File: config.mk
export PLATFORM = sky130hd
export DESIGN_NAME = lcd_write_sequencer_flat
export DESIGN_NICKNAME = d
export VERILOG_FILES = /design/src/rtl/lcd_seq_pkg.sv /design/src/rtl/lcd_write_sequencer_if.sv /design/src/rtl/lcd_win_table.sv /design/src/rtl/lcd_write_sequencer.sv /design/src/flat_wrapper.sv
export SDC_FILE = /design/constraint.sdc
export NUM_CORES = 1
export LEC_CHECK = 0
export ABC_CLOCK_PERIOD_IN_PS = 3000
export CORE_UTILIZATION = 35
export CTS_CLUSTER_DIAMETER = 120
export DETAILED_ROUTE_END_ITERATION = 16
export PLACE_DENSITY = 0.54
export SYNTH_ARGS = -nofsm -noshare
export SYNTH_HDL_FRONTEND = slang
export SYNTH_SLANG_ARGS = --single-unit
File: constraint.sdc
create_clock -name clk -period 3 [get_ports clk]
set_input_delay 0.9 -clock clk [delete_from_list [all_inputs] [get_ports clk]]
set_output_delay 0.9 -clock clk [all_outputs]
set_load 0.005 [all_outputs]
File: src/rtl/lcd_seq_pkg.sv
// Shared defaults, state encoding and window-entry type for the LCD write sequencer.
package lcd_seq_pkg;

   localparam int unsigned DEF_PERIOD    = 203;
   localparam int unsigned DEF_N_WIN     = 4;
   localparam int unsigned WIN_CNT_W     = 8;
   localparam int unsigned WIN_DATA_W    = 8;
   localparam logic [7:0]  LCD_IDLE_DATA = 8'h1C;

   typedef enum logic [0:0] {StIdle, StRun} seq_state_e;

   typedef struct packed {
      logic                  valid;
      logic [WIN_CNT_W-1:0]  lo;
      logic [WIN_CNT_W-1:0]  hi;
      logic [WIN_DATA_W-1:0] data;
   } win_entry_t;

   // One spare code point so an index equal to N_WIN can be presented and rejected.
   function automatic int unsigned addr_width(input int unsigned n_win);
      return $clog2(n_win + 1);
   endfunction

endpackage

File: src/rtl/lcd_write_sequencer_if.sv
// Window-table configuration bus plus the LCD write/data outputs of the sequencer.
interface lcd_write_sequencer_if
   import lcd_seq_pkg::*;
#(
   parameter int unsigned DATA_W = WIN_DATA_W,
   parameter int unsigned CNT_W  = WIN_CNT_W,
   parameter int unsigned ADDR_W = addr_width(DEF_N_WIN)
);

   logic              cfg_we;
   logic [ADDR_W-1:0] cfg_addr;
   logic              cfg_valid;
   logic [CNT_W-1:0]  cfg_lo;
   logic [CNT_W-1:0]  cfg_hi;
   logic [DATA_W-1:0] cfg_data;
   logic              write;
   logic [DATA_W-1:0] lcd_data;

   modport master (
      output cfg_we, cfg_addr, cfg_valid, cfg_lo, cfg_hi, cfg_data,
      input  write, lcd_data
   );

   modport slave (
      input  cfg_we, cfg_addr, cfg_valid, cfg_lo, cfg_hi, cfg_data,
      output write, lcd_data
   );

endinterface

File: src/rtl/lcd_win_table.sv
// Programmable window table: entry registers and lowest-index-wins hit encoder.
module lcd_win_table
   import lcd_seq_pkg::*;
#(
   parameter int unsigned N_WIN  = DEF_N_WIN,
   parameter int unsigned ADDR_W = addr_width(DEF_N_WIN)
) (
   input  logic                  clk_i,
   input  logic                  rst_ni,
   input  logic                  cfg_we_i,
   input  logic [ADDR_W-1:0]     cfg_addr_i,
   input  logic                  cfg_valid_i,
   input  logic [WIN_CNT_W-1:0]  cfg_lo_i,
   input  logic [WIN_CNT_W-1:0]  cfg_hi_i,
   input  logic [WIN_DATA_W-1:0] cfg_data_i,
   input  logic [WIN_CNT_W-1:0]  count_i,
   output logic                  hit_o,
   output logic [WIN_DATA_W-1:0] hit_data_o
);

   win_entry_t entries_q [N_WIN];
   win_entry_t entries_d [N_WIN];

   // Out-of-range addresses match no index, so they write nothing.
   always_comb begin
      for (int unsigned i = 0; i < N_WIN; i++) begin
         entries_d[i] = entries_q[i];
         if (cfg_we_i && (cfg_addr_i == ADDR_W'(i))) begin
            entries_d[i] = '{valid: cfg_valid_i, lo: cfg_lo_i, hi: cfg_hi_i, data: cfg_data_i};
         end
      end
   end

   always_ff @(posedge clk_i or negedge rst_ni) begin
      if (!rst_ni) begin
         for (int unsigned i = 0; i < N_WIN; i++) begin
            entries_q[i] <= '0;
         end
      end else begin
         for (int unsigned i = 0; i < N_WIN; i++) begin
            entries_q[i] <= entries_d[i];
         end
      end
   end

   always_comb begin
      hit_o      = 1'b0;
      hit_data_o = '0;
      for (int i = int'(N_WIN) - 1; i >= 0; i--) begin
         if (entries_q[i].valid && (entries_q[i].lo <= count_i) && (count_i <= entries_q[i].hi)) begin
            hit_o      = 1'b1;
            hit_data_o = entries_q[i].data;
         end
      end
   end

endmodule

File: src/rtl/lcd_write_sequencer.sv
// Frame counter and IDLE/RUN sequencer that emits table-selected LCD bytes one cycle after
// the count that selected them.
module lcd_write_sequencer
   import lcd_seq_pkg::*;
#(
   parameter int unsigned       DATA_W    = WIN_DATA_W,
   parameter int unsigned       CNT_W     = WIN_CNT_W,
   parameter int unsigned       PERIOD    = DEF_PERIOD,
   parameter int unsigned       N_WIN     = DEF_N_WIN,
   parameter logic [DATA_W-1:0] IDLE_DATA = LCD_IDLE_DATA
) (
   input  logic                        clk,
   input  logic                        rst,
   input  logic                        en,
   input  logic                        one_shot,
   input  logic                        start,
   lcd_write_sequencer_if.slave        bus,
   output logic                        busy,
   output logic                        frame_done,
   output logic [CNT_W-1:0]            count
);

   localparam int unsigned ADDR_W = addr_width(N_WIN);

   seq_state_e        state_q, state_d;
   logic              mode_q, mode_d;
   logic [CNT_W-1:0]  count_q, count_d;
   logic              busy_q, busy_d;
   logic              done_q, done_d;
   logic              write_q, write_d;
   logic [DATA_W-1:0] data_q, data_d;
   logic              hit;
   logic [DATA_W-1:0] hit_data;
   logic              wrap;

   lcd_win_table #(
      .N_WIN  (N_WIN),
      .ADDR_W (ADDR_W)
   ) u_win_table (
      .clk_i       (clk),
      .rst_ni      (rst),
      .cfg_we_i    (bus.cfg_we),
      .cfg_addr_i  (bus.cfg_addr),
      .cfg_valid_i (bus.cfg_valid),
      .cfg_lo_i    (bus.cfg_lo),
      .cfg_hi_i    (bus.cfg_hi),
      .cfg_data_i  (bus.cfg_data),
      .count_i     (count_q),
      .hit_o       (hit),
      .hit_data_o  (hit_data)
   );

   assign wrap = (state_q == StRun) && en && (count_q == CNT_W'(PERIOD - 1));

   // mode_q is the one_shot value latched at the start of the frame in progress.
   always_comb begin
      state_d = state_q;
      mode_d  = mode_q;
      count_d = count_q;
      case (state_q)
         StIdle: begin
            if (en && (!one_shot || start)) begin
               state_d = StRun;
               mode_d  = one_shot;
            end
         end
         StRun: begin
            if (wrap) begin
               count_d = '0;
               if (mode_q) begin
                  state_d = StIdle;
               end else begin
                  mode_d = one_shot;
               end
            end else if (en) begin
               count_d = count_q + CNT_W'(1);
            end
         end
         default: state_d = StIdle;
      endcase
      busy_d  = (state_d == StRun);
      done_d  = wrap;
      write_d = (state_q == StRun) && en && hit;
      data_d  = write_d ? hit_data : IDLE_DATA;
   end

   always_ff @(posedge clk or negedge rst) begin
      if (!rst) begin
         state_q <= StIdle;
         mode_q  <= 1'b0;
         count_q <= '0;
         busy_q  <= 1'b0;
         done_q  <= 1'b0;
         write_q <= 1'b0;
         data_q  <= IDLE_DATA;
      end else begin
         state_q <= state_d;
         mode_q  <= mode_d;
         count_q <= count_d;
         busy_q  <= busy_d;
         done_q  <= done_d;
         write_q <= write_d;
         data_q  <= data_d;
      end
   end

   assign busy         = busy_q;
   assign frame_done   = done_q;
   assign count        = count_q;
   assign bus.write    = write_q;
   assign bus.lcd_data = data_q;

endmodule
File: src/flat_wrapper.sv
// flat-port wrapper written by rule: the top's interface ports become plain ports
module lcd_write_sequencer_flat import lcd_seq_pkg::*;
#(
   parameter int unsigned       DATA_W    = WIN_DATA_W,
   parameter int unsigned       CNT_W     = WIN_CNT_W,
   parameter int unsigned       PERIOD    = DEF_PERIOD,
   parameter int unsigned       N_WIN     = DEF_N_WIN,
   parameter logic [DATA_W-1:0] IDLE_DATA = LCD_IDLE_DATA
)
  (clk, rst, en, one_shot, start, busy, frame_done, count, bus_cfg_we, bus_cfg_addr, bus_cfg_valid, bus_cfg_lo, bus_cfg_hi, bus_cfg_data, bus_write, bus_lcd_data);
  lcd_write_sequencer_if #(.DATA_W(DATA_W), .CNT_W(CNT_W)) bus_i ();
  input  logic clk;
  input  logic rst;
  input  logic en;
  input  logic one_shot;
  input  logic start;
  output logic busy;
  output logic frame_done;
  output logic [CNT_W-1:0] count;
  input wire logic [$bits(bus_i.cfg_we)-1:0] bus_cfg_we;
  input wire logic [$bits(bus_i.cfg_addr)-1:0] bus_cfg_addr;
  input wire logic [$bits(bus_i.cfg_valid)-1:0] bus_cfg_valid;
  input wire logic [$bits(bus_i.cfg_lo)-1:0] bus_cfg_lo;
  input wire logic [$bits(bus_i.cfg_hi)-1:0] bus_cfg_hi;
  input wire logic [$bits(bus_i.cfg_data)-1:0] bus_cfg_data;
  output wire logic [$bits(bus_i.write)-1:0] bus_write;
  output wire logic [$bits(bus_i.lcd_data)-1:0] bus_lcd_data;
  assign bus_i.cfg_we = bus_cfg_we;
  assign bus_i.cfg_addr = bus_cfg_addr;
  assign bus_i.cfg_valid = bus_cfg_valid;
  assign bus_i.cfg_lo = bus_cfg_lo;
  assign bus_i.cfg_hi = bus_cfg_hi;
  assign bus_i.cfg_data = bus_cfg_data;
  assign bus_write = bus_i.write;
  assign bus_lcd_data = bus_i.lcd_data;
  lcd_write_sequencer #(.DATA_W(DATA_W), .CNT_W(CNT_W), .PERIOD(PERIOD), .N_WIN(N_WIN), .IDLE_DATA(IDLE_DATA)) u_core (.clk(clk), .rst(rst), .en(en), .one_shot(one_shot), .start(start), .bus(bus_i), .busy(busy), .frame_done(frame_done), .count(count));
endmodule
# --- Word-level counts from Yosys, hierarchy flattened ---
# Index checks and enable logic that the tools add are counted.
totals:
  ff_bits: 120
  input_bits: 34
  output_inout_bits: 19
op_classes:
  add_sub_neg: 1
  order_cmp: 8
  eq_ne: 6
  muxes: 19
  n_bitwise: 1
  reduce_logical: 22
ops:
  columns: ["cell", "n"]
  rows:
  - ["8-bit less-or-equal comparator", 8]
  - ["8-bit two-way mux", 7]
  - ["1-bit logical AND", 16]
  - ["1-bit two-way mux", 10]
  - ["8-bit by 1-bit adder with 8-bit output (second input constant)", 1]
  - ["8-bit == test (second input constant)", 1]
  - ["3-bit by 2-bit == test with 1-bit output (second input constant)", 2]
  - ["1-bit one-hot mux with 2 select lines", 2]
  - ["2-bit AND reduction", 2]
  - ["3-bit by 1-bit == test with 1-bit output (second input constant)", 1]
  - ["3-bit logical NOT", 1]
  - ["2-bit by 1-bit != test with 1-bit output (second input constant)", 1]
  - ["2-bit != test (second input constant)", 1]
  - ["2-bit nonzero test", 1]
  - ["1-bit logical NOT", 1]
  - ["1-bit logical OR", 1]
  - ["1-bit NOT", 1]

# --- Logic depth before layout (Yosys ltp) ---
# Gate-level depths: netlist of the first run.
depth:
  depth_word: 9
  depth_mapped: 9
  mapped_depth_nobuf: 9

# --- Cells and area by module ---
# Synthesis of the first run repeated with hierarchy kept, for this count alone.
unflattened:
  hier_cells: 582
  area_unflattened_um2: 6381.1
modules_own_cells:
  columns: ["mod", "instances", "cells_per_inst", "area_each_um2", "seq_area_each_um2"]
  rows:
  - ["lcd_win_table", 1, 510, 5532.8, 2502.4]
  - ["lcd_write_sequencer", 1, 72, 848.3, 504.2]

# --- Worst setup path after synthesis of the first run ---
# Ideal clock, no wire load.
synth_path:
  kind: "register to register"
  start: "reg u_core.count_q[5] (netlist: u_core.count[5])"
  end: "reg u_core.data_q[2] (netlist: u_core.bus.lcd_data[2])"
  setup_ns: 0.080
  arrival_ns: 2.653
  path_slack_ns: 0.267
  path_stages_with_launch: 10
  cell_sequence: "dfrtp_1 -> inv_1 -> ha_1 -> a211o_1 -> o211ai_2 -> o2111ai_2 -> a211oi_4 -> mux2_1 -> mux2_1 -> o22a_1"
synth_via:
  elab_chain_len: 9
  elab_cells_between_ends: 26
  classes_between: "order compare (8); mux (9); reduce/logical (9)"
synth_lines:
  columns: ["item", "line_no", "rtl"]
  rows:
  - ["start, declared", "lcd_write_sequencer.sv:27", "logic [CNT_W-1:0] count_q, count_d;"]
  - ["start signal, assigned", "lcd_write_sequencer.sv:99", "count_q <= count_d;"]
  - ["8-bit less-or-equal comparator", "lcd_win_table.sv:50", "if (entries_q[i].valid && (entries_q[i].lo <= count_i) && (count_i <= entries_q[i].hi)) begin"]
  - ["1-bit logical AND (2 in a row)", "lcd_win_table.sv:50", null]
  - ["1-bit two-way mux (4 in a row)", "lcd_win_table.sv:50", null]
  - ["1-bit logical AND", "lcd_write_sequencer.sv:83", "write_d = (state_q == StRun) && en && hit;"]
  - ["8-bit two-way mux (*)", "lcd_write_sequencer.sv:84", "data_d = write_d ? hit_data : IDLE_DATA;"]
  - ["named net u_core.data_d[2]", "lcd_write_sequencer.sv:31", "logic [DATA_W-1:0] data_q, data_d;"]
  - ["end signal, assigned", "lcd_write_sequencer.sv:103", "data_q <= data_d;"]
  - ["end, declared", "lcd_write_sequencer.sv:31", null]
# Mark *: on every way through the listed nets, which the timed path passes. The rest lies on a longest branch.
# A chain may end at the register's enable or synchronous reset.

# --- Final worst setup path of the first run ---
layout_path:
  start: "reg u_core.count_q[1] (netlist: u_core.count[1])"
  end: "reg u_core.data_q[3] (netlist: u_core.bus.lcd_data[3])"
# The elaborated chain is that of the path after synthesis.

==> out/results.tsv, run 1 <==
stage	metric	value	unit
routing	drtPass1Iterations	4	
routing	num_vias	4305	
worst_setup_path	critical_path_class	reg -> reg	
worst_setup_path	cp-end-kind	flip-flop	
die	rows	48	
sta	setup_viol	0	
sta	timing.final.crit_share	93.7	%
cts	cts-htree-levels	4	
cts	worst_setup_hold_path_clk_slew	50	ps
worst_setup_path	peak_fanout_along_the_critical_path	10	
cells_and_area	layout-area-overhead-vs-synth	26.1	%
cts	cts.sinks	120	
sta	final_hold_violating_endpoints	0	
sta	fin_skew	4.70	ps
power	cellLeakagePower	3.51	nW
worst_setup_path	path_delay_family	compound AO/OA/AOI/OAI gates	
routing	post_drt_via_cell_ratio	5.06	
sta	fmax	356	MHz
worst_setup_path	startpoint_kind_of_the_worst_setup_timing_path	flip-flop	
placement	place.detailed.hpwl	10500	µm
cts	clockBufferDepth	2	
logic_synthesis	postSynth.topFlopCell	dfrtp_1	
cts	post_cts.resized_instances	0	
logic_synthesis	flip_flop_and_latch_count_after_synthesis	120	
global_route	antenna_found_initial	0	
global_route	global_route_wire_length_before_repair	24600	µm
logic_synthesis	synth_edf_count	0	
cells_and_area	net_total_in_the_final_layout	712	
routing	drcViolationCount	0	
sta	slew_viol_final	0	
cells_and_area	n_antenna_cell	0	
global_route	grt_pass1_vias	4794	
die	fp.coreArea	17400	µm²
sta	setup_repair_after_global_routing_missed_its_margin	false	
cts	cts_tree	yes	
placement	routabilityCongestion	0.819	
logic_synthesis	syn_inst	536	
routing	number_of_drc_violations_after_detailed_routing_iteration_0	138	
global_route	overflow	0	
logic_synthesis	synth.yosys.seq_area_share	48.0	%
die	die_area	18400	µm²
worst_setup_path	worst_ep_arrival_time	3160	ps
worst_setup_path	critical_path_buf_inv_count	1	
status	outcome	finished, final reports clean	
global_route	grt_max_degree	43	
sta	worst_relative_slew_slack	60.7	%
run	maxCapViolCount	0	
placement	port_buffers	52	
worst_setup_path	timing.critical_path.required	3350	ps
die	fp.dieH	136	µm
sta	final_tns_setup	0	ps
routing	detail_route.wirelength	14500	µm
logic_synthesis	synthesis.nets	636	
die	dieWidth	136	µm
sta	worst-slew-pin-transition	590	ps
placement	post_placement_worst_setup_slack	206	ps
sta	finalWorstPathRequiredPeriod	2810	ps
cts	tritoncts.num_buffers	17	
worst_setup_path	crit_path_top_delay_cell	dfrtp_1	
cells_and_area	post_route_cells_drive_above_1_share	23.2	%
routing	drt.antenna.violating_nets	0	
worst_setup_path	timing.critical_path.slowest_cell_delay	590	ps
logic_synthesis	yosysUniqueCellTypes	47	
worst_setup_path	wp_depth	9	
cts	clock_insertion_delay_worst_skew	420	ps
die	count_of_boundary_i_o_pins	53	
worst_setup_path	path_cells	inv_1 > ha_1 > nor2b_1 > o211ai_1 > a21oi_1 > a211oi_1 > o22ai_2 > or2_2 > o22a_1	
worst_hold_path	hold_class	reg -> reg	
power	power.density	896	nW/µm²
global_route	track_usage	17.8	%
sta	postLayoutSetupSlackWorst	190	ps
cts	root_buffer	clkbuf_16	
logic_synthesis	synth_async_sr_flop_share	100	%
logic_synthesis	netlist_area	6260	µm²
logic_synthesis	postSynthAreaPerCell	11.7	µm²
worst_hold_path	hold-path-cell-count	1	
cts	postCtsSetupRepairBufs	0	
die	initial_utilization	36.1	%
cts	quantity_of_hold_fixing_buffers_added_after_cts	0	
power	max-vdd-ir-drop	0.470	mV
routing	detail_route.wl_per_cell	17.0	µm
logic_synthesis	yosys_warnings	0	
cells_and_area	final.fill_count	1588	
worst_setup_path	reg2reg_depth	9	
-- worst register-to-register path: stages (launching register included) --
cell      delay [ps]
dfrtp_1          590
inv_1            210
ha_1             350
nor2b_1          140
o211ai_1         160
a21oi_1           90
a211oi_1         320
o22ai_2          290
or2_2            380
o22a_1           200
-- state kept, by name (all words and copies together), names as in the netlist --
signal / cells
u_core.u_win_table.entries_q: 100
u_core.bus.lcd_data: 8
u_core.count: 8
u_core.bus.write: 1
u_core.frame_done: 1
u_core.mode_q: 1
u_core.state_q: 1
-- cell usage in the layout, fill, tap and decap left out, types with 3 or more instances in the layout --
cell type / n
dfrtp_1: 116
mux2_2: 76
ha_1: 66
clkdlybuf4s50_1: 51
inv_1: 44
o21ai_0: 36
nand2_1: 36
a21oi_1: 25
clkbuf_16: 17
buf_4: 15
nand4_1: 14
nor2b_1: 9
a211oi_1: 9
nor2_1: 8
o211ai_1: 7
nand3_1: 6
nand3b_1: 6
mux2_1: 6
a22oi_1: 5
mux2i_1: 5
xnor2_1: 5
bufinv_16: 5
buf_12: 5
clkinv_2: 4
nor3_1: 3
a21o_1: 3
o22a_1: 3
clkinvlp_4: 3
dfstp_2: 3
-- metal layers --
metal  vias to the layer above  part of all wire, %  global-route usage [%]
li1                       2085                    -                       -
met1                      2127                   45                    21.1
met2                        62                   49                    30.5
met3                        31                  3.2                    4.45
met4                         0                  2.4                    7.37
met5                         -                    0                       0
-- worst paths after layout --
| check | from | slack, ps | to |
|---|---|---|---|
| setup / recovery | u_core.count[1] | 190 | u_core.bus.lcd_data[3] |
| hold / removal | u_core.mode_q | 450 | u_core.state_q |
| setup reg to reg | u_core.count[1] | 190 | u_core.bus.lcd_data[3] |
| hold reg to reg | u_core.mode_q | 450 | u_core.state_q |
| max in group asynchronous | rst | 1690 | u_core.u_win_table.entries_q[0] |
| min in group asynchronous | rst | 460 | u_core.u_win_table.entries_q[87] |
-- synthesized netlist by cell type, drive strengths merged, types with 2 or more instances --
| master | count | share of area, % |
|---|---|---|
| nor3 | 3 | 0.24 |
| o22ai | 3 | 0.40 |
| a21o | 3 | 0.36 |
| nor4bb | 2 | 0.32 |
| o21ai | 36 | 2.9 |
| dfrtp | 117 | 47 |
| inv | 44 | 2.6 |
| nand4 | 14 | 1.4 |
| a211oi | 10 | 1.4 |
| or3 | 2 | 0.20 |
| nor2b | 9 | 0.90 |
| a21oi | 25 | 2.0 |
| a22oi | 5 | 0.60 |
| nand2 | 36 | 2.2 |
| nand3 | 6 | 0.48 |
| nand2b | 2 | 0.20 |
| mux2i | 5 | 0.80 |
| and2 | 2 | 0.20 |
| o22a | 3 | 0.42 |
| o211ai | 8 | 1.0 |
| nand3b | 6 | 0.72 |
| xnor2 | 5 | 0.70 |
| clkbuf | 14 | 0.84 |
| dfstp | 3 | 1.3 |
| nor2 | 8 | 0.48 |
| or2 | 2 | 0.20 |
| mux2 | 82 | 15 |
| ha | 66 | 13 |
-- final cells by class --
cell class              instances  area [µm²]  share of cell area (%)
clock buffers                  19         443                    5.61
inverters                      44         165                    2.09
multi-input cells             358        3080                    39.0
well taps                     225         282                    3.56
repair buffers                 71         723                    9.16
clock inverters                13         201                    2.55
flip-flops and latches        120        3010                    38.1
-- where the power goes --
group / switching (mW) / internal, mW
Sequential: 0.250 / 2.03
Clock: 0.724 / 1.49
Combinational: 1.32 / 1.27
-- stage by stage --
step | hold slack (ps) | std cells | power (mW) | area, µm² | util, %
after floorplan | 412 | 536 | 3.91 | 6260 | -
after global placement | 426 | 818 | 4.82 | 7250 | 41.8
after detailed placement | 438 | 818 | 4.92 | 7250 | 41.8
after CTS | 444 | 850 | 7.18 | 7900 | 45.5
after global routing | 454 | 850 | 7.66 | 7900 | 45.5
final | 446 | 850 | 7.08 | 7900 | 45.5
-- cell families after synthesis --
kind of cell / count (synthesis) / synth area share, %
flip-flops: 120 / 48.0
multiplexers: 87 / 15.5
AO/OA/AOI/OAI: 101 / 10.4
AND/OR/NAND/NOR: 99 / 8.65
buffers and inverters: 58 / 3.48
XOR/XNOR: 5 / 0.699
adder cells (fa/ha/maj): 66 / 13.2
No activity file was read; power rests on OpenSTA's default activity.
==> inputs of run 2 (changes only) <==
CORE_UTILIZATION = 45   (was 35)
PLACE_DENSITY = 0.66   (was 0.54)
==> run 2 against run 1 <==
- count of clock-buffer cells in the layout grew 2
- core utilization up 12 points
- clock power decreased by 12%
- flip-flop and latch count did not move
- maximum frequency up 2.2%
- global-route usage increased by 4.4 points
==> out/results.tsv, run 2 (synthesized netlist as in run 1, its figures left out) <==
stage	metric	value	unit
worst_setup_path	peak_fanout_along_the_critical_path	9	
die	rows	42	
sta	worst-slew-pin-transition	537	ps
placement	place.detailed.hpwl	10500	µm
cts	postCtsSetupRepairBufs	0	
global_route	antenna_found_initial	0	
die	dieWidth	120	µm
routing	number_of_drc_violations_after_detailed_routing_iteration_0	211	
sta	fin_skew	7.56	ps
worst_setup_path	startpoint_kind_of_the_worst_setup_timing_path	flip-flop	
cts	quantity_of_hold_fixing_buffers_added_after_cts	0	
power	max-vdd-ir-drop	0.412	mV
worst_setup_path	reg2reg_depth	10	
cts	clockBufferDepth	2	
worst_setup_path	worst_ep_arrival_time	3040	ps
power	power.clock.fraction	28.6	%
global_route	global_route_wire_length_before_repair	24200	µm
sta	fmax	364	MHz
power	p_int	4.51	mW
global_route	overflow	0	
sta	setup_repair_after_global_routing_missed_its_margin	false	
die	fp.coreArea	13400	µm²
worst_setup_path	ff2ff_setup_slack	250	ps
cts	cts_tree	yes	
cts	root_buffer	clkbuf_16	
power	seq_power_share	33.4	%
power	power_switching	2.33	mW
sta	slew_viol_final	0	
cells_and_area	final_cell_mix	116 x dfrtp_1, 76 x mux2_2, 66 x ha_1	
power	design_power_total	6.84	mW
routing	drtPass1Iterations	4	
power	p_comb_share	38.0	%
die	die_area	14400	µm²
worst_setup_path	critical_path_class	reg -> reg	
cts	tritoncts.num_buffers	17	
cells_and_area	n_antenna_cell	0	
cells_and_area	post_route_cells_drive_above_1_share	23.1	%
worst_setup_path	timing.critical_path.required	3290	ps
sta	postLayoutSetupSlackWorst	250	ps
die	fp.dieH	120	µm
power	switching_share	34.1	%
status	outcome	finished, final reports clean	
cells_and_area	cell_area_after_layout	7770	µm²
sta	final_hold_violating_endpoints	0	
placement	post_placement_worst_setup_slack	206	ps
worst_setup_path	cp-end-kind	flip-flop	
cells_and_area	layout-area-overhead-vs-synth	24.1	%
die	initial_utilization	46.7	%
placement	routabilityCongestion	0.862	
placement	postPlaceCellArea	7190	µm²
cts	cts-htree-levels	4	
run	maxCapViolCount	0	
cts	clock_insertion_delay_worst_skew	420	ps
placement	port_buffers	52	
routing	detail_route.wirelength	14300	µm
sta	final_tns_setup	0	ps
cells_and_area	net_total_in_the_final_layout	710	
routing	post_drt_via_cell_ratio	5.49	
routing	drt.antenna.violating_nets	0	
global_route	grt_pass1_vias	4744	
power	power.density	880	nW/µm²
cts	worst_setup_hold_path_clk_slew	60	ps
sta	finalWorstPathRequiredPeriod	2750	ps
worst_hold_path	hold_class	in -> async	
cells_and_area	max_ffs_per_register	100	
cells_and_area	layout.cells.most_common	dfrtp_1	
sta	worst_relative_slew_slack	64.2	%
die	count_of_boundary_i_o_pins	53	
global_route	track_usage	22.2	%
sta	timing.final.crit_share	91.7	%
routing	num_vias	4386	
routing	drcViolationCount	0	
cts	cts.sinks	120	
routing	detail_route.wl_per_cell	17.9	µm
power	cellLeakagePower	3.46	nW
sta	setup_viol	0	
cells_and_area	max_flop_register	u_core.u_win_table.entries_q	
global_route	grt_max_degree	41	
## run 2: changes by cell type in the layout (fill, tap and decap cells not counted)
cell / change
clkbuf_8: +3
buf_4: -3
bufinv_16: -4
clkbuf_1: -1
clkinv_2: -1
buf_12: +1
clkinv_4: -1
clkinvlp_4: +4
## run 2: path summary, 6_finish.rpt
kind | startpoint | to
setup / recovery | u_core.count[3] | u_core.bus.lcd_data[0]
hold / removal | rst | u_core.u_win_table.entries_q[63]
setup reg to reg | u_core.count[3] | u_core.bus.lcd_data[0]
min in group clk | u_core.mode_q | u_core.state_q
max in group asynchronous | rst | u_core.u_win_table.entries_q[48]
hold reg to reg | u_core.mode_q | u_core.state_q
## run 2: through the flow
stage	util (%)	instances	hold slack, ps
6_report	58.0	799	397
5_1_grt	58.0	799	411
4_1_cts	58.0	799	396
3_5_place_dp	53.7	767	442
3_3_place_gp	53.7	767	420
2_1_floorplan	-	536	412
## run 2: layer usage
metal	wire length, µm	up-vias	GRT usage [%]
li1	-	2085	-
met1	6310	2211	27.4
met2	7230	67	36.8
met3	516	23	5.89
met4	226	0	8.67
met5	0	-	0
## run 2: repair_timing
action,CTS,global route
endpoints found under the setup margin,0,2
endpoints found under the hold margin,0,0
resized for setup,0,1
## run 2: power by group through the flow
| stage | registers, mW | logic, mW | clock network, mW |
|---|---|---|---|
| 6_report | 2.29 | 2.60 | 1.95 |
| 3_3_place_gp | 2.30 | 2.48 | 0 |
| 2_1_floorplan | 2.26 | 1.64 | 0 |
| 5_1_grt | 2.34 | 2.92 | 2.07 |
| 3_5_place_dp | 2.31 | 2.60 | 0 |
| 4_1_cts | 2.29 | 2.61 | 1.99 |
## run 2: worst max-delay path: stages, from the launching register on
cell and delay (ps):
dfrtp_1 550, inv_1 190, ha_1 340, nand2_1 80, nor3_1 240, a31oi_2 80, a211oi_4 370, buf_4 230
and3b_2 260, a22oi_1 180, a211oi_1 110
## run 2: layout make-up
type | count | area, µm²
Fill cell | 1133 | 5630
Multi-Input combinational cell | 358 | 3080
Sequential cell | 120 | 3010
Timing Repair Buffer | 69 | 721
Clock buffer | 21 | 480
Tap cell | 176 | 220
Inverter | 44 | 165
Clock inverter | 11 | 97.6
==> inputs of run 3 (changes only) <==
SETUP_SLACK_MARGIN = 0.5   (was not set)
==> run 3 against run 2 <==
- global-route usage down 0.12 points
- worst hold slack better by 76 ps
- setup slack better by 230 ps
- clock power down 3%
- cell area up 1.8%
- maximum frequency up 9.1%
- critical path depth unchanged
- register-to-register slack better by 230 ps
- via count up 1.3%
==> out/results.tsv, run 3 (synthesized netlist as in run 1, its figures left out) <==
stage	metric	value	unit
sta	setup_viol	0	
worst_setup_path	cp_common_cell	mux2_4	
cells_and_area	n_antenna_cell	0	
global_route	antenna_found_initial	0	
worst_setup_path	path_cells	inv_4 > ha_4 > a211o_1 > o211ai_2 > o2111ai_2 > a211oi_4 > buf_6 > mux2_4 > mux2_4 > o22a_1	
global_route	grt_pass1_vias	4704	
worst_hold_path	hold-path-cell-count	1	
worst_setup_path	timing.critical_path.required	3340	ps
worst_setup_path	critical_path_class	reg -> reg	
die	dieWidth	120	µm
cts	clock_insertion_delay_worst_skew	420	ps
worst_setup_path	crit_path_top_delay_cell	dfrtp_2	
worst_setup_path	startpoint_kind_of_the_worst_setup_timing_path	flip-flop	
global_route	global_route_wire_length_before_repair	24000	µm
cells_and_area	post-route-util	59.0	%
worst_setup_path	cp-end-kind	flip-flop	
placement	place.detailed.hpwl	10100	µm
cells_and_area	max_ffs_per_register	100	
cts	cts-htree-levels	4	
worst_setup_path	reg2reg_depth	10	
sta	finalWorstPathRequiredPeriod	2520	ps
power	switching_share	33.6	%
power	p_int	4.70	mW
cells_and_area	final_cell_mix	114 x dfrtp_1, 76 x mux2_2, 63 x ha_1	
cts	quantity_of_hold_fixing_buffers_added_after_cts	0	
placement	routabilityCongestion	0.847	
die	count_of_boundary_i_o_pins	53	
routing	number_of_drc_violations_after_detailed_routing_iteration_0	221	
cells_and_area	layoutNonFillerInstCount	805	
routing	post_drt_via_cell_ratio	5.52	
die	fp.coreArea	13400	µm²
worst_setup_path	worst_ep_arrival_time	2860	ps
sta	timing.final.crit_share	84.0	%
cells_and_area	multi_input_area	3190	µm²
cells_and_area	layout-area-overhead-vs-synth	26.3	%
power	seq_power_share	31.7	%
cells_and_area	net_total_in_the_final_layout	718	
routing	drcViolationCount	0	
cts	cts.sinks	120	
power	max-vdd-ir-drop	0.483	mV
cells_and_area	max_flop_register	u_core.u_win_table.entries_q	
worst_setup_path	ff2ff_setup_slack	480	ps
routing	detail_route.wl_per_cell	18.1	µm
routing	drtPass1Iterations	4	
sta	final_tns_setup	0	ps
die	initial_utilization	46.7	%
global_route	overflow	0	
sta	setup_repair_after_global_routing_missed_its_margin	true	
worst_setup_path	peak_fanout_along_the_critical_path	5	
placement	port_buffers	52	
cts	cts_tree	yes	
cts	worst_setup_hold_path_clk_slew	50	ps
status	outcome	finished, final reports clean	
power	power.clock.fraction	26.7	%
cells_and_area	final.fill_count	1101	
die	rows	42	
cts	root_buffer	clkbuf_16	
power	power_switching	2.38	mW
routing	num_vias	4443	
cells_and_area	layout.cells.most_common	dfrtp_1	
routing	drt.antenna.violating_nets	0	
power	p_comb_share	41.6	%
sta	fmax	397	MHz
worst_hold_path	hold_class	reg -> reg	
cells_and_area	post_route_cells_drive_above_1_share	25.6	%
die	fp.dieH	120	µm
placement	place.detailed.instances	766	
sta	worst-slew-pin-transition	584	ps
power	cellLeakagePower	3.52	nW
routing	detail_route.wirelength	14600	µm
run	maxCapViolCount	0	
sta	worst_relative_slew_slack	61.1	%
cts	tritoncts.num_buffers	17	
worst_setup_path	timing.critical_path.slowest_cell_delay	460	ps
global_route	track_usage	22.1	%
sta	final_hold_violating_endpoints	0	
cells_and_area	ff_latch_area	3010	µm²
sta	fin_skew	10.0	ps
power	power.density	895	nW/µm²
sta	slew_viol_final	0	
global_route	grt_max_degree	44	
cts	clockBufferDepth	2	
die	die_area	14400	µm²
## run 3: cell types whose count changed in the layout (fill, tap and decap cells not counted), sizes merged
| cell | delta |
|---|---|
| clkinvlp | -7 |
| o22ai | +1 |
| buf | +7 |
| clkinv | -1 |
| clkbuf | +5 |
| bufinv | +1 |
## run 3: critical path: cells and delay by family (launching register included)
kind | cells | cell delay, ps
AO/OA/AOI/OAI | 5 | 990
flip-flops | 1 | 460
multiplexers | 2 | 540
adder cells (fa/ha/maj) | 1 | 200
buffers and inverters | 2 | 240
## run 3: path summary, 6_finish.rpt
check | start | endpoint
min in group asynchronous | rst | u_core.u_win_table.entries_q[62]
worst max register to register | u_core.count[5] | u_core.bus.lcd_data[4]
max in group asynchronous | rst | u_core.bus.lcd_data[2]
worst min-delay path | u_core.mode_q | u_core.state_q
worst max-delay path | u_core.count[5] | u_core.bus.lcd_data[4]
worst min register to register | u_core.mode_q | u_core.state_q
## run 3: power by group through the flow
stage                     Sequential [mW]  Clock (mW)  Combinational, mW
after CTS                            2.24        1.93               2.85
after global placement               2.29           0               2.57
after global routing                 2.29        2.00               3.27
after detailed placement             2.31           0               2.66
after floorplan                      2.27           0               1.70
final                                2.25        1.89               2.94
## run 3: layout make-up
| cell class | instances | area share, % |
|---|---|---|
| Multi-Input combinational cell | 359 | 40.4 |
| Sequential cell | 120 | 38.1 |
| Timing Repair Buffer | 76 | 9.82 |
| Clock buffer | 26 | 5.93 |
| Tap cell | 176 | 2.78 |
| Inverter | 44 | 2.12 |
| Clock inverter | 4 | 0.886 |
## run 3: timing repair
item,CTS,global route
pin swaps,4,0
setup endpoints to repair,9,9
gates resized for setup,7,7
setup buffers,7,1
cloned,0,1
## run 3: layer usage
metal  vias to the layer above  global-route usage (%)  share of wire [%]
li1                       2103                       -                  -
met1                      2233                    28.0                 46
met2                        86                    36.2                 49
met3                        21                    5.28                3.7
met4                         0                    8.52                1.5
met5                         -                       0                  0
## run 3: metrics by stage
| stage | worst slack (ps) | power [mW] | hold slack, ps | instance area, µm² |
|---|---|---|---|---|
| 2_1_floorplan | 410 | 3.97 | 412 | 6300 |
| 3_3_place_gp | 378 | 4.86 | 423 | 7220 |
| 3_5_place_dp | 330 | 4.97 | 450 | 7220 |
| 4_1_cts | 461 | 7.02 | 464 | 7860 |
| 5_1_grt | 373 | 7.56 | 479 | 7910 |
| 6_report | 480 | 7.08 | 473 | 7910 |
